**config.mk**
```make
export PLATFORM = sky130hd
export DESIGN_NAME = instr_mem_loader_flat
export DESIGN_NICKNAME = d
export VERILOG_FILES = /design/src/rtl/instr_mem_loader_if.sv /design/src/rtl/instr_mem_loader.sv /design/src/flat_wrapper.sv
export SDC_FILE = /design/constraint.sdc
export NUM_CORES = 1
export LEC_CHECK = 0
export CELL_PAD_IN_SITES_DETAIL_PLACEMENT = 1
export CELL_PAD_IN_SITES_GLOBAL_PLACEMENT = 1
export CORE_MARGIN = 2
export CORE_UTILIZATION = 42
export DETAILED_ROUTE_END_ITERATION = 10
export GPL_TIMING_DRIVEN = 0
export HOLD_SLACK_MARGIN = 0.08
export PLACE_DENSITY = 0.86
export SLEW_MARGIN = 10
export SYNTH_ARGS = -nofsm -noshare
export SYNTH_HDL_FRONTEND = slang
export SYNTH_SLANG_ARGS = --single-unit
```
**constraint.sdc**
```tcl
create_clock -name clk -period 3.45 [get_ports clk]
set_clock_uncertainty 0.1 [all_clocks]
set_input_delay 0.69 -clock clk [delete_from_list [all_inputs] [get_ports clk]]
set_output_delay 0.69 -clock clk [all_outputs]
set_load 0.01 [all_outputs]
```
**src/rtl/instr_mem_loader_if.sv**
```systemverilog
`default_nettype none
// ============================================================================
// Module   : instr_mem_loader_if
// Brief    : Byte-stream handshake plus instruction-memory write port bundle.
// Revision : 1.0 - initial release
// ============================================================================
interface instr_mem_loader_if #(
    parameter int ADDRESS_WIDTH = 32
);
    logic                     in_valid;
    logic [7:0]               in_data;
    logic                     in_ready;
    logic                     mem_we;
    logic [ADDRESS_WIDTH-1:0] mem_addr;
    logic [31:0]              mem_wdata;
    logic [3:0]               mem_be;

    // Stream source and memory sink side
    modport master (
        output in_valid, in_data,
        input  in_ready, mem_we, mem_addr, mem_wdata, mem_be
    );

    // Loader side
    modport slave (
        input  in_valid, in_data,
        output in_ready, mem_we, mem_addr, mem_wdata, mem_be
    );
endinterface
`default_nettype wire

```
**src/rtl/instr_mem_loader.sv**
```systemverilog
`default_nettype none
// ============================================================================
// Module   : instr_mem_loader
// Brief    : Packs a length-prefixed byte stream into big-endian 32-bit word
//            writes for the instruction memory, holding the CPU off meanwhile.
// Revision : 1.0 - initial release
// ============================================================================
module instr_mem_loader #(
    parameter int          ADDRESS_WIDTH = 32,
    parameter int unsigned MEM_BYTES     = 16384,
    parameter int unsigned BASE_ADDR     = 0
) (
    input  wire logic          clk,
    input  wire logic          rst,
    input  wire logic          start,
    instr_mem_loader_if.slave  bus,
    output logic               busy,
    output logic               done,
    output logic               err
);

    typedef enum logic [2:0] {
        S_IDLE   = 3'd0,
        S_LEN_HI = 3'd1,
        S_LEN_LO = 3'd2,
        S_DATA   = 3'd3,
        S_DONE   = 3'd4,
        S_ERR    = 3'd5
    } state_t;

    state_t      r_state;
    logic [7:0]  r_len_hi;
    logic [15:0] r_len;
    logic [15:0] r_cnt;
    logic [15:0] r_word_idx;
    logic [31:0] r_lanes;
    logic [3:0]  r_be;

    logic                     w_accept;
    logic                     w_last;
    logic                     w_too_long;
    logic [15:0]              w_len;
    logic [31:0]              w_word;
    logic [3:0]               w_be;
    logic [ADDRESS_WIDTH-1:0] w_word_addr;

    assign w_accept    = bus.in_valid && bus.in_ready;
    assign w_len       = {r_len_hi, bus.in_data};
    assign w_too_long  = 32'(w_len) > MEM_BYTES;
    assign w_last      = (r_cnt == (r_len - 16'd1));
    assign w_word_addr = ADDRESS_WIDTH'(BASE_ADDR) + ADDRESS_WIDTH'({r_word_idx, 2'b00});

    // Merge the incoming byte into its lane; lane 0 is the lowest address
    always_comb begin
        w_word = r_lanes;
        w_be   = r_be;
        case (r_cnt[1:0])
            2'd0: begin w_word[31:24] = bus.in_data; w_be[3] = 1'b1; end
            2'd1: begin w_word[23:16] = bus.in_data; w_be[2] = 1'b1; end
            2'd2: begin w_word[15:8]  = bus.in_data; w_be[1] = 1'b1; end
            default: begin w_word[7:0] = bus.in_data; w_be[0] = 1'b1; end
        endcase
    end

    always_ff @(posedge clk) begin
        if (rst) begin
            r_state       <= S_IDLE;
            r_len_hi      <= '0;
            r_len         <= '0;
            r_cnt         <= '0;
            r_word_idx    <= '0;
            r_lanes       <= '0;
            r_be          <= '0;
            bus.in_ready  <= 1'b0;
            bus.mem_we    <= 1'b0;
            bus.mem_addr  <= '0;
            bus.mem_wdata <= '0;
            bus.mem_be    <= '0;
            busy          <= 1'b0;
            done          <= 1'b0;
            err           <= 1'b0;
        end else begin
            bus.mem_we <= 1'b0;
            case (r_state)
                S_IDLE, S_DONE, S_ERR: begin
                    if (start) begin
                        r_state      <= S_LEN_HI;
                        r_cnt        <= '0;
                        r_word_idx   <= '0;
                        r_lanes      <= '0;
                        r_be         <= '0;
                        bus.in_ready <= 1'b1;
                        busy         <= 1'b1;
                        done         <= 1'b0;
                        err          <= 1'b0;
                    end else if (r_state == S_DONE) begin
                        // Final write pulse has gone out; hand over to the CPU
                        busy <= 1'b0;
                        done <= 1'b1;
                    end
                end
                S_LEN_HI: begin
                    if (w_accept) begin
                        r_len_hi <= bus.in_data;
                        r_state  <= S_LEN_LO;
                    end
                end
                S_LEN_LO: begin
                    if (w_accept) begin
                        r_len <= w_len;
                        if (w_len == 16'd0) begin
                            r_state      <= S_DONE;
                            bus.in_ready <= 1'b0;
                            busy         <= 1'b0;
                            done         <= 1'b1;
                        end else if (w_too_long) begin
                            r_state      <= S_ERR;
                            bus.in_ready <= 1'b0;
                            busy         <= 1'b0;
                            err          <= 1'b1;
                        end else begin
                            r_state <= S_DATA;
                        end
                    end
                end
                S_DATA: begin
                    if (w_accept) begin
                        r_cnt <= r_cnt + 16'd1;
                        if (r_cnt[1:0] == 2'd3 || w_last) begin
                            bus.mem_we    <= 1'b1;
                            bus.mem_addr  <= w_word_addr;
                            bus.mem_wdata <= w_word;
                            bus.mem_be    <= w_be;
                            r_word_idx    <= r_word_idx + 16'd1;
                            r_lanes       <= '0;
                            r_be          <= '0;
                        end else begin
                            r_lanes <= w_word;
                            r_be    <= w_be;
                        end
                        if (w_last) begin
                            r_state      <= S_DONE;
                            bus.in_ready <= 1'b0;
                        end
                    end
                end
                default: begin
                    r_state      <= S_IDLE;
                    bus.in_ready <= 1'b0;
                    busy         <= 1'b0;
                end
            endcase
        end
    end

endmodule
`default_nettype wire

```
**src/flat_wrapper.sv**
```systemverilog
// flat-port wrapper written by rule: the top's interface ports become plain ports
module instr_mem_loader_flat 
#(
    parameter int          ADDRESS_WIDTH = 32,
    parameter int unsigned MEM_BYTES     = 16384,
    parameter int unsigned BASE_ADDR     = 0
)
  (clk, rst, start, busy, done, err, bus_in_valid, bus_in_data, bus_in_ready, bus_mem_we, bus_mem_addr, bus_mem_wdata, bus_mem_be);
  instr_mem_loader_if #(.ADDRESS_WIDTH(ADDRESS_WIDTH)) bus_i ();
  input  wire logic clk;
  input  wire logic rst;
  input  wire logic start;
  output logic busy;
  output logic done;
  output logic err;
  input wire logic [$bits(bus_i.in_valid)-1:0] bus_in_valid;
  input wire logic [$bits(bus_i.in_data)-1:0] bus_in_data;
  output wire logic [$bits(bus_i.in_ready)-1:0] bus_in_ready;
  output wire logic [$bits(bus_i.mem_we)-1:0] bus_mem_we;
  output wire logic [$bits(bus_i.mem_addr)-1:0] bus_mem_addr;
  output wire logic [$bits(bus_i.mem_wdata)-1:0] bus_mem_wdata;
  output wire logic [$bits(bus_i.mem_be)-1:0] bus_mem_be;
  assign bus_i.in_valid = bus_in_valid;
  assign bus_i.in_data = bus_in_data;
  assign bus_in_ready = bus_i.in_ready;
  assign bus_mem_we = bus_i.mem_we;
  assign bus_mem_addr = bus_i.mem_addr;
  assign bus_mem_wdata = bus_i.mem_wdata;
  assign bus_mem_be = bus_i.mem_be;
  instr_mem_loader #(.ADDRESS_WIDTH(ADDRESS_WIDTH), .MEM_BYTES(MEM_BYTES), .BASE_ADDR(BASE_ADDR)) u_core (.clk(clk), .rst(rst), .start(start), .bus(bus_i), .busy(busy), .done(done), .err(err));
endmodule
```
=== After elaboration in Yosys (flattened, before gate mapping) ===
Index checks and enable logic that the tools add are counted.

* Flip-flop bits (word level): 152
* Latch bits: 0
* Bits in writable memories: 0
* Bits in read-only memories: 0
* Input bits: 12
* Logic and storage cells: 115
* Memories kept: 0

* Add/subtract/negate cells: 3
* $mul: 0
* Div/mod/pow operators: 0
* Magnitude comparators: 1
* Equal/unequal tests: 20
* Shifts and indexed selects: 0
* Multiplexer cells: 51
* Bitwise logic cells: 4
* Reductions and logical operators: 21

{| class="wikitable"
|+ Operator list
! kind !! count
|-
| two-way mux 32 bit || 3
|-
| two-way mux 16 bit || 4
|-
| case mux 16 bit (2 select lines) || 2
|-
| case mux 32 bit (2 select lines) || 1
|-
| adder 16 x 1 -> 16 bit, second input constant || 2
|-
| two-way mux 8 bit || 4
|-
| two-way mux 1 bit || 21
|-
| two-way mux 3 bit || 7
|-
| == test 16 bit || 1
|-
| greater-than comparator 16 x 15 -> 1 bit, second input constant || 1
|-
| logical NOT 16 bit || 1
|-
| subtractor 16 x 1 -> 16 bit, second input constant || 1
|-
| != test 2 x 1 -> 1 bit, second input constant || 7
|-
| two-way mux 4 bit || 3
|-
| case mux 3 bit (4 select lines) || 1
|-
| AND reduction 4 bit || 3
|-
| AND reduction 5 bit || 2
|-
| OR reduction 3 bit || 3
|-
| case mux 4 bit (2 select lines) || 1
|-
| == test 3 x 2 -> 1 bit, second input constant || 2
|-
| == test 3 bit, second input constant || 2
|-
| AND reduction 3 bit || 2
|-
| AND reduction 6 bit || 1
|-
| == test 2 bit, second input constant || 2
|-
| other kinds (16) || 23
|}

=== Longest topological paths before layout ===
* Depth in word-level cells: 6
* Mapped depth: 14
* Gate-level depth less buffers: 10

=== Least setup slack after synthesis ===
OpenSTA, ideal clock, no wires.

* Path type: register -> register
* From: reg u_core.r_len[0]
* To: reg u_core.r_word_idx[15]
* Setup time: 70 ps
* Data arrival time: 2710 ps
* Data required time: 3280 ps
* Slack: 570 ps
* Cell stages (with the launch flop): 13
* Buffers on the path: 2
* Clock period less this slack: 2880 ps
* Cell sequence: dfxtp_1 inv_1 ha_1 buf_2 o21ba_2 a221oi_1 a41oi_1 a2111oi_1 and3_1 buf_6 a21oi_4 or4_1 a21oi_1

* Word-level cells in the longest chain between the ends: 5

{| class="wikitable"
|+ Ends and longest elaborated chain
! element !! RTL line !! text
|-
| from (decl) || instr_mem_loader.sv:33 || <nowiki>logic [15:0] r_len;</nowiki>
|-
| from (signal assigned) || instr_mem_loader.sv:110 || <nowiki>r_len <= w_len;</nowiki>
|-
| subtractor 16 x 1 -> 16 bit || instr_mem_loader.sv:50 || <nowiki>assign w_last = (r_cnt == (r_len - 16'd1));</nowiki>
|-
| == test 16 bit || instr_mem_loader.sv:50 ||
|-
| logical OR 1 bit || instr_mem_loader.sv:129 || <nowiki>if (r_cnt[1:0] == 2'd3 || w_last) begin</nowiki>
|-
| != test 2 x 1 -> 1 bit (no source line) || -- ||
|-
| AND reduction 4 bit (no source line) || -- ||
|-
| to (signal assigned) || instr_mem_loader.sv:134 || <nowiki>r_word_idx <= r_word_idx + 16'd1;</nowiki>
|-
| to (decl) || instr_mem_loader.sv:35 || <nowiki>logic [15:0] r_word_idx;</nowiki>
|}

Every way passes these cells.
A chain may end at the register's enable or synchronous reset.

=== Final worst setup path ===
* From: reg u_core.r_state[1]
* To: reg u_core.r_word_idx[12]

* Word-level cells in the longest chain between the ends: 4
* Elaborated cells between the ends (all ways): 11
* Classes of those cells: 6 x eq/ne; 1 x mux; 4 x reduce/logical

{| class="wikitable"
|+ Ends and longest elaborated chain
! element !! RTL line !! text
|-
| from (decl) || instr_mem_loader.sv:31 || <nowiki>state_t r_state;</nowiki>
|-
| from (signal assigned) || instr_mem_loader.sv:67 || <nowiki>r_state <= S_IDLE;</nowiki>
|-
| from (signal assigned) || instr_mem_loader.sv:87 || <nowiki>r_state <= S_LEN_HI;</nowiki>
|-
| from (signal assigned) || instr_mem_loader.sv:105 || <nowiki>r_state <= S_LEN_LO;</nowiki>
|-
| == test 3 bit or logical NOT 3 bit (tied branches) || instr_mem_loader.sv:84 || <nowiki>case (r_state)</nowiki>
|-
| OR reduction 3 bit || instr_mem_loader.sv:84 ||
|-
| != test 2 bit (no source line) or nonzero test 2 bit (tied branches) || -- ||
|-
| AND reduction 4 bit (no source line) || -- ||
|}

Parallel ways exist; a longest one is shown, timed or not.

==> results.ini <==
[run_status]
outcome=completed

[route]
drc=0
vias=6869
first_iter_violations=522
ant_nets=0
via_per_inst=5.80
routed_wl_microns=22500
dr.pass1.iters=4
avgRoutedWirePerCell_microns=19.0

[timing]
setup_tns_ns=0
max_freq_mhz=303
slew-limit-headroom_pct=22.2
slew_viol_final=0
tightest_slew_ns=1.16
timing.final.crit_share_pct=95.5
rsz0062_at_grt=false
hold_violations=0
setup_ws_ns=0.154
fin_crit_ns=3.30
setup_viol_count_final=0
whs_ns=0.329

[logic_synthesis]
syn_area_per_cell_sq_um=8.44
ys_ff_latch=152
synth-async-reset-ratio_pct=0
ys_types=63
synth_area_sq_um=7200
synth_edf_count=0
ys_warn_count=0
synthFlopType=dfxtp_1
synth_cells=853
ys_seq_area_share_pct=42.2

[worst_setup_path]
critPathRequiredTime_ns=3.72
cpMaxStageDelayCell=or4b_2
slowest_delay_ns=0.73
reg2reg_to=u_core.r_word_idx[12]$_SDFFE_PP0P_
path_common_cell=clkbuf_1
cp-start-kind=flip-flop
endpoint_kind=flip-flop
cp_max_fo=8
path_depth=8
cp_top_family=simple AND/OR/NAND/NOR gates
r2r_setup_slack_ns=0.15
critPathArrivalTime_ns=3.57
path_cells=and3b_1 > clkbuf_1 > and3_1 > clkbuf_1 > nor2_1 > or4b_2 > or4_1 > nand2_1
crit_type=flip-flop to flip-flop
reg2reg_depth=8
cp_num_buf_inv=2
rr_startpoint=u_core.r_state[1]$_SDFFE_PP0P_

[clock_tree]
root_buffer=clkbuf_16
ctsHoldBuffers=0
cts_buffers=17
clk_latency_ns=0.43
clk_pin_slew_ns=0.06
htreeDepth=4
cts_sinks=152
cts_tree=yes
clockBufferDepth=2

[cells_and_area]
final_nets=969
nFillCells=2022
layout.cells.non_filler=1184
final_cell_area_sq_um=8740
diodes=0
drive_above_1_share_pct=10.3
final_util_pct=52.4
synthToLayoutAreaGrowth_pct=21.4

[die]
ioPinCount=85
die_y_microns=135
rows=47
core_area_sq_um=16700
die_x_microns=135
dieArea_sq_um=18200
initial_core_util_pct=43.1

[placed_design]
port_buffers=58
place_ws_ns=-0.189
dp.cells=1146
place_area_sq_um=8120
dpl.hpwl_microns=15500
routabilityCongestion=0.839

[global_route]
track_usage_pct=25.2
grt-ovfl-total=0
grt_max_degree=17
grt_pass1_wl_microns=36200
antenna_found_initial=0
grt_pass1_vias=6843

[power_and_ir_drop]
powerDensity_nw_per_um2=479
switching_share_pct=28.9
p_leak_nw=3.01
p_sw_mw=1.21
seqPwrFrac_pct=43.3
p_int_mw=2.98
peakVddDrop_uv=375
power_frac_comb_pct=14.5
pwr-share-clk_pct=42.1
fin_total_pwr_mw=4.19

[hold_path]
hold-path-endpoint=u_core.r_lanes[7]$_SDFFE_PP0P_
hp-start=u_core.r_lanes[7]$_SDFFE_PP0P_
holdPathStages=2
hold_class=flip-flop to flip-flop

[job]
drv_cap=0

## worst max-delay path by stage
stage | startpoint | endpoint | slack (ns)
after detailed placement | bus_in_valid | u_core.r_word_idx[12]$_SDFFE_PP0P_ | -0.19
after floorplan | u_core.r_len[0]$_SDFFE_PP0P_ | u_core.r_word_idx[15]$_SDFFE_PP0P_ | 0.57
after global routing | u_core.r_state[1]$_SDFFE_PP0P_ | u_core.r_word_idx[12]$_SDFFE_PP0P_ | 0.009
final | u_core.r_state[1]$_SDFFE_PP0P_ | u_core.r_word_idx[12]$_SDFFE_PP0P_ | 0.15
after CTS | u_core.r_len[0]$_SDFFE_PP0P_ | u_core.bus.mem_wdata[17]$_SDFFE_PP0P_ | 0.01
after global placement | bus_in_valid | u_core.r_word_idx[12]$_SDFFE_PP0P_ | -0.17
## sequential cells by signal, indices dropped and copies added (netlist names)
| name | flops |
|---|---|
| u_core.r_word_idx | 16 |
| u_core.busy | 1 |
| u_core.r_len | 16 |
| u_core.done | 1 |
| u_core.r_be | 4 |
| u_core.r_cnt | 16 |
| u_core.bus.mem_we | 1 |
| u_core.bus.in_ready | 1 |
| u_core.bus.mem_addr | 16 |
| u_core.r_state | 3 |
| u_core.err | 1 |
| u_core.r_lanes | 32 |
| u_core.bus.mem_be | 4 |
| u_core.r_len_hi | 8 |
| u_core.bus.mem_wdata | 32 |
## cells in the final DEF, fill, tap and decap left out, types with 3 or more instances in the layout
cell	netlist	final
dfxtp_1	152	151
a21oi_1	124	124
nor2_1	60	60
o21ai_0	59	59
clkdlybuf4s50_1	0	58
nand2_1	55	55
clkbuf_1	53	51
mux2i_1	42	42
a211oi_1	38	38
nand4_1	38	38
nand3_1	34	34
xor2_1	23	23
buf_4	16	22
inv_1	18	18
clkbuf_16	0	17
conb_1	1	16
buf_2	16	15
or3_1	11	11
xnor2_1	11	11
and3_1	9	9
or4_1	8	8
nor3_1	8	8
buf_6	6	6
ha_1	6	6
o31ai_1	6	5
clkbuf_2	1	5
nand2b_1	4	4
nor4_1	4	4
clkbuf_8	0	4
nor2b_1	3	3
a211oi_2	3	3
clkinvlp_4	0	3
clkinv_2	0	3
## per-layer routing
layer	wire length (microns)	up-vias	global-route usage, %
li1	-	3227	-
met1	10300	3380	32.9
met2	10600	218	41.6
met3	1050	44	4.20
met4	574	0	9.78
met5	0	-	0
## synth_stat cells, drive strengths merged (12+ instances only)
cell | number | share of area, %
nand4 | 38 | 3.3
clkbuf | 54 | 2.8
xnor2 | 12 | 1.6
o21ai | 60 | 4.2
or3 | 12 | 1.1
nand3 | 34 | 2.4
buf | 39 | 3.8
nor2 | 61 | 3.2
nand2 | 55 | 2.9
dfxtp | 152 | 42
xor2 | 23 | 2.8
mux2i | 42 | 5.8
inv | 18 | 0.94
a211oi | 41 | 4.5
a21oi | 126 | 9.1
## cell type report
type	count	area (sq um)	share of cell area [%]
multi-input cells	605	3700	42.3
flip-flops and latches	152	3040	34.8
repair buffers	64	626	7.16
clock buffers	23	488	5.58
plain buffers	93	483	5.52
well taps	220	275	3.15
inverters	18	67.6	0.773
clock inverters	9	63.8	0.730
## worst min-delay path, delay by kind of cell (launching register included)
family                 cells  cell delay (ns)
flip-flops                 1             0.31
buffers and inverters      1             0.05
AND/OR/NAND/NOR            1             0.03
## logic make-up (layout without fill, tap and decap cells)
group	after synthesis	count (layout)	synth area share, %
AOI/OAI and AO/OA	253	253	20.7
xor gates and xnor gates	35	35	4.36
adders and majority gates	6	6	1.04
buffers and inverters	111	207	7.54
DFF	152	152	42.2
muxes	43	43	6.04
other	1	16	0.0521
and+or+nand+nor	252	252	18.0
## timing repair
item | in CTS | in global routing
resized for setup | 5 | 6
setup buffers | 0 | 6
pin swaps | 0 | 2
setup endpoints to repair | 48 | 63
## power groups by stage
| stage | sequential [mW] | combinational [mW] | clock, mW |
|---|---|---|---|
| 6_report | 1.82 | 0.609 | 1.77 |
| 5_1_grt | 1.82 | 0.663 | 1.86 |
| 4_1_cts | 1.82 | 0.596 | 1.78 |
| 3_5_place_dp | 1.85 | 0.587 | 0 |
| 3_3_place_gp | 1.85 | 0.572 | 0 |
| 2_1_floorplan | 1.85 | 0.413 | 0 |
Note: power is estimated with default switching activity, not from simulation.
==> edit: new RTL, same flow settings <==
Encoding of `state_t`: now one-hot (6 bits for 6 states).
--- a/src/rtl/instr_mem_loader.sv
+++ b/src/rtl/instr_mem_loader.sv
@@ -19,13 +19,13 @@
     output logic               err
 );
 
-    typedef enum logic [2:0] {
-        S_IDLE   = 3'd0,
-        S_LEN_HI = 3'd1,
-        S_LEN_LO = 3'd2,
-        S_DATA   = 3'd3,
-        S_DONE   = 3'd4,
-        S_ERR    = 3'd5
+    typedef enum logic [5:0] {
+        S_IDLE   = 6'b000001,
+        S_LEN_HI = 6'b000010,
+        S_LEN_LO = 6'b000100,
+        S_DATA   = 6'b001000,
+        S_DONE   = 6'b010000,
+        S_ERR    = 6'b100000
     } state_t;
 
     state_t      r_state;
Check against the original RTL: no difference found for any inputs over 4 cycles, from zero or initial values and one cycle with rst high; so few cycles prove little.
==> edit against the unedited design <==
Design area grew 1.6%; setup slack lost 0.074 ns; first-iteration DRC count shrank 18%; area after synthesis shrank 0.64%; total power grew 10%; sequential cell count grew 3; routed wire length shrank 3.6%; hold slack gained 0.035 ns.
==> edit: results <==
export IMPL_synth_cell_types=61
export IMPL_port_buffers=60
export IMPL_n_fill_cell=1919
export IMPL_ys_top_cells_by_count="dfxtp_1 (155), nor2_1 (105), nand2_1 (69), a21oi_1 (53)"
export IMPL_grt_pass1_vias=6577
export IMPL_critPathTopFamily="compound AO/OA/AOI/OAI gates"
export IMPL_finalCritPeriodShare_pct=97.7
export IMPL_r2r_cells=9
export IMPL_drive_gt1_share_pct=10.8
export IMPL_hpwl_um=14400
export IMPL_synth_compound_area_share_pct=17.9
export IMPL_synthAdderAreaFrac_pct=1.05
export IMPL_dp_cells=1108
export IMPL_pre_cts_ws_ns=-0.289
export IMPL_crit_path_end="u_core.bus.mem_wdata[23]$_SDFFE_PP0P_"
export IMPL_critPathMaxFanout=10
export IMPL_status="finished, final reports clean"
export IMPL_postCtsSetupRepairBufs=7
export IMPL_seq_area_frac_synth_pct=43.4
export IMPL_post_drt_via_cell_ratio=5.63
export IMPL_synth_xor_area_share_pct=4.65
export IMPL_grt_usage_pct=24.3
export IMPL_crit_path_start="u_core.r_len[8]$_SDFFE_PP0P_"
export IMPL_wl_per_cell_um=18.9
export IMPL_drt_pass1_iterations=6
export IMPL_gp_congestion=0.841
export IMPL_syn_inst=813
export IMPL_slew_headroom_pct=27.9
export IMPL_peakVddDrop_mv=0.330
export IMPL_placed_area_um2=8090
export IMPL_synth_top_area_share_pct=43.4
export IMPL_grt_pass1_wl_um=34300
export IMPL_cp_arrival_ns=3.59
export IMPL_drt_wl_total_um=21700
export IMPL_cpMaxStageDelayCell="or3_1"
export IMPL_drtIter0Drc=428
==> edit: final cells by class <==
class	count	area, um^2	area share (%)
tap	220	275	3.10
multi-input combinational	581	3740	42.1
sequential	155	3110	35.0
inverter	14	52.6	0.591
timing repair buffer	70	688	7.74
clock inverter	11	166	1.87
buffer	76	398	4.48
clock buffer	21	460	5.18
==> edit: cells by family after synthesis <==
family | after synthesis
compound gates | 171
xor+xnor | 38
fa+ha+maj | 6
buf+inv | 92
flops | 155
mux | 47
other cells | 1
simple gates | 303
==> edit: how the worst min path moves through the flow <==
stage / start / end / slack (ns) / cells past startpoint
2_1_floorplan: u_core.r_lanes[0]$_SDFFE_PP0P_ / u_core.r_lanes[0]$_SDFFE_PP0P_ / 0.33 / 1
3_3_place_gp: u_core.r_lanes[5]$_SDFFE_PP0P_ / u_core.r_lanes[5]$_SDFFE_PP0P_ / 0.34 / 1
3_5_place_dp: u_core.r_lanes[2]$_SDFFE_PP0P_ / u_core.r_lanes[2]$_SDFFE_PP0P_ / 0.35 / 1
4_1_cts: u_core.r_lanes[6]$_SDFFE_PP0P_ / u_core.r_lanes[6]$_SDFFE_PP0P_ / 0.37 / 1
5_1_grt: u_core.r_lanes[27]$_SDFFE_PP0P_ / u_core.r_lanes[27]$_SDFFE_PP0P_ / 0.37 / 1
6_report: u_core.r_lanes[6]$_SDFFE_PP0P_ / u_core.r_lanes[6]$_SDFFE_PP0P_ / 0.36 / 1
==> edit: per-layer routing <==
layer	vias to the layer above	global-route usage, %	routed length [um]
met5	-	0	0
met4	0	10.5	602
li1	3030	-	-
met1	3218	30.0	9440
met3	49	5.03	879
met2	164	41.0	10800
==> edit: report_power, final <==
part	switching (mW)	internal, mW	total [mW]
logic	0.537	0.237	0.775
clock network	0.761	1.25	2.01
registers	0.0156	1.82	1.83
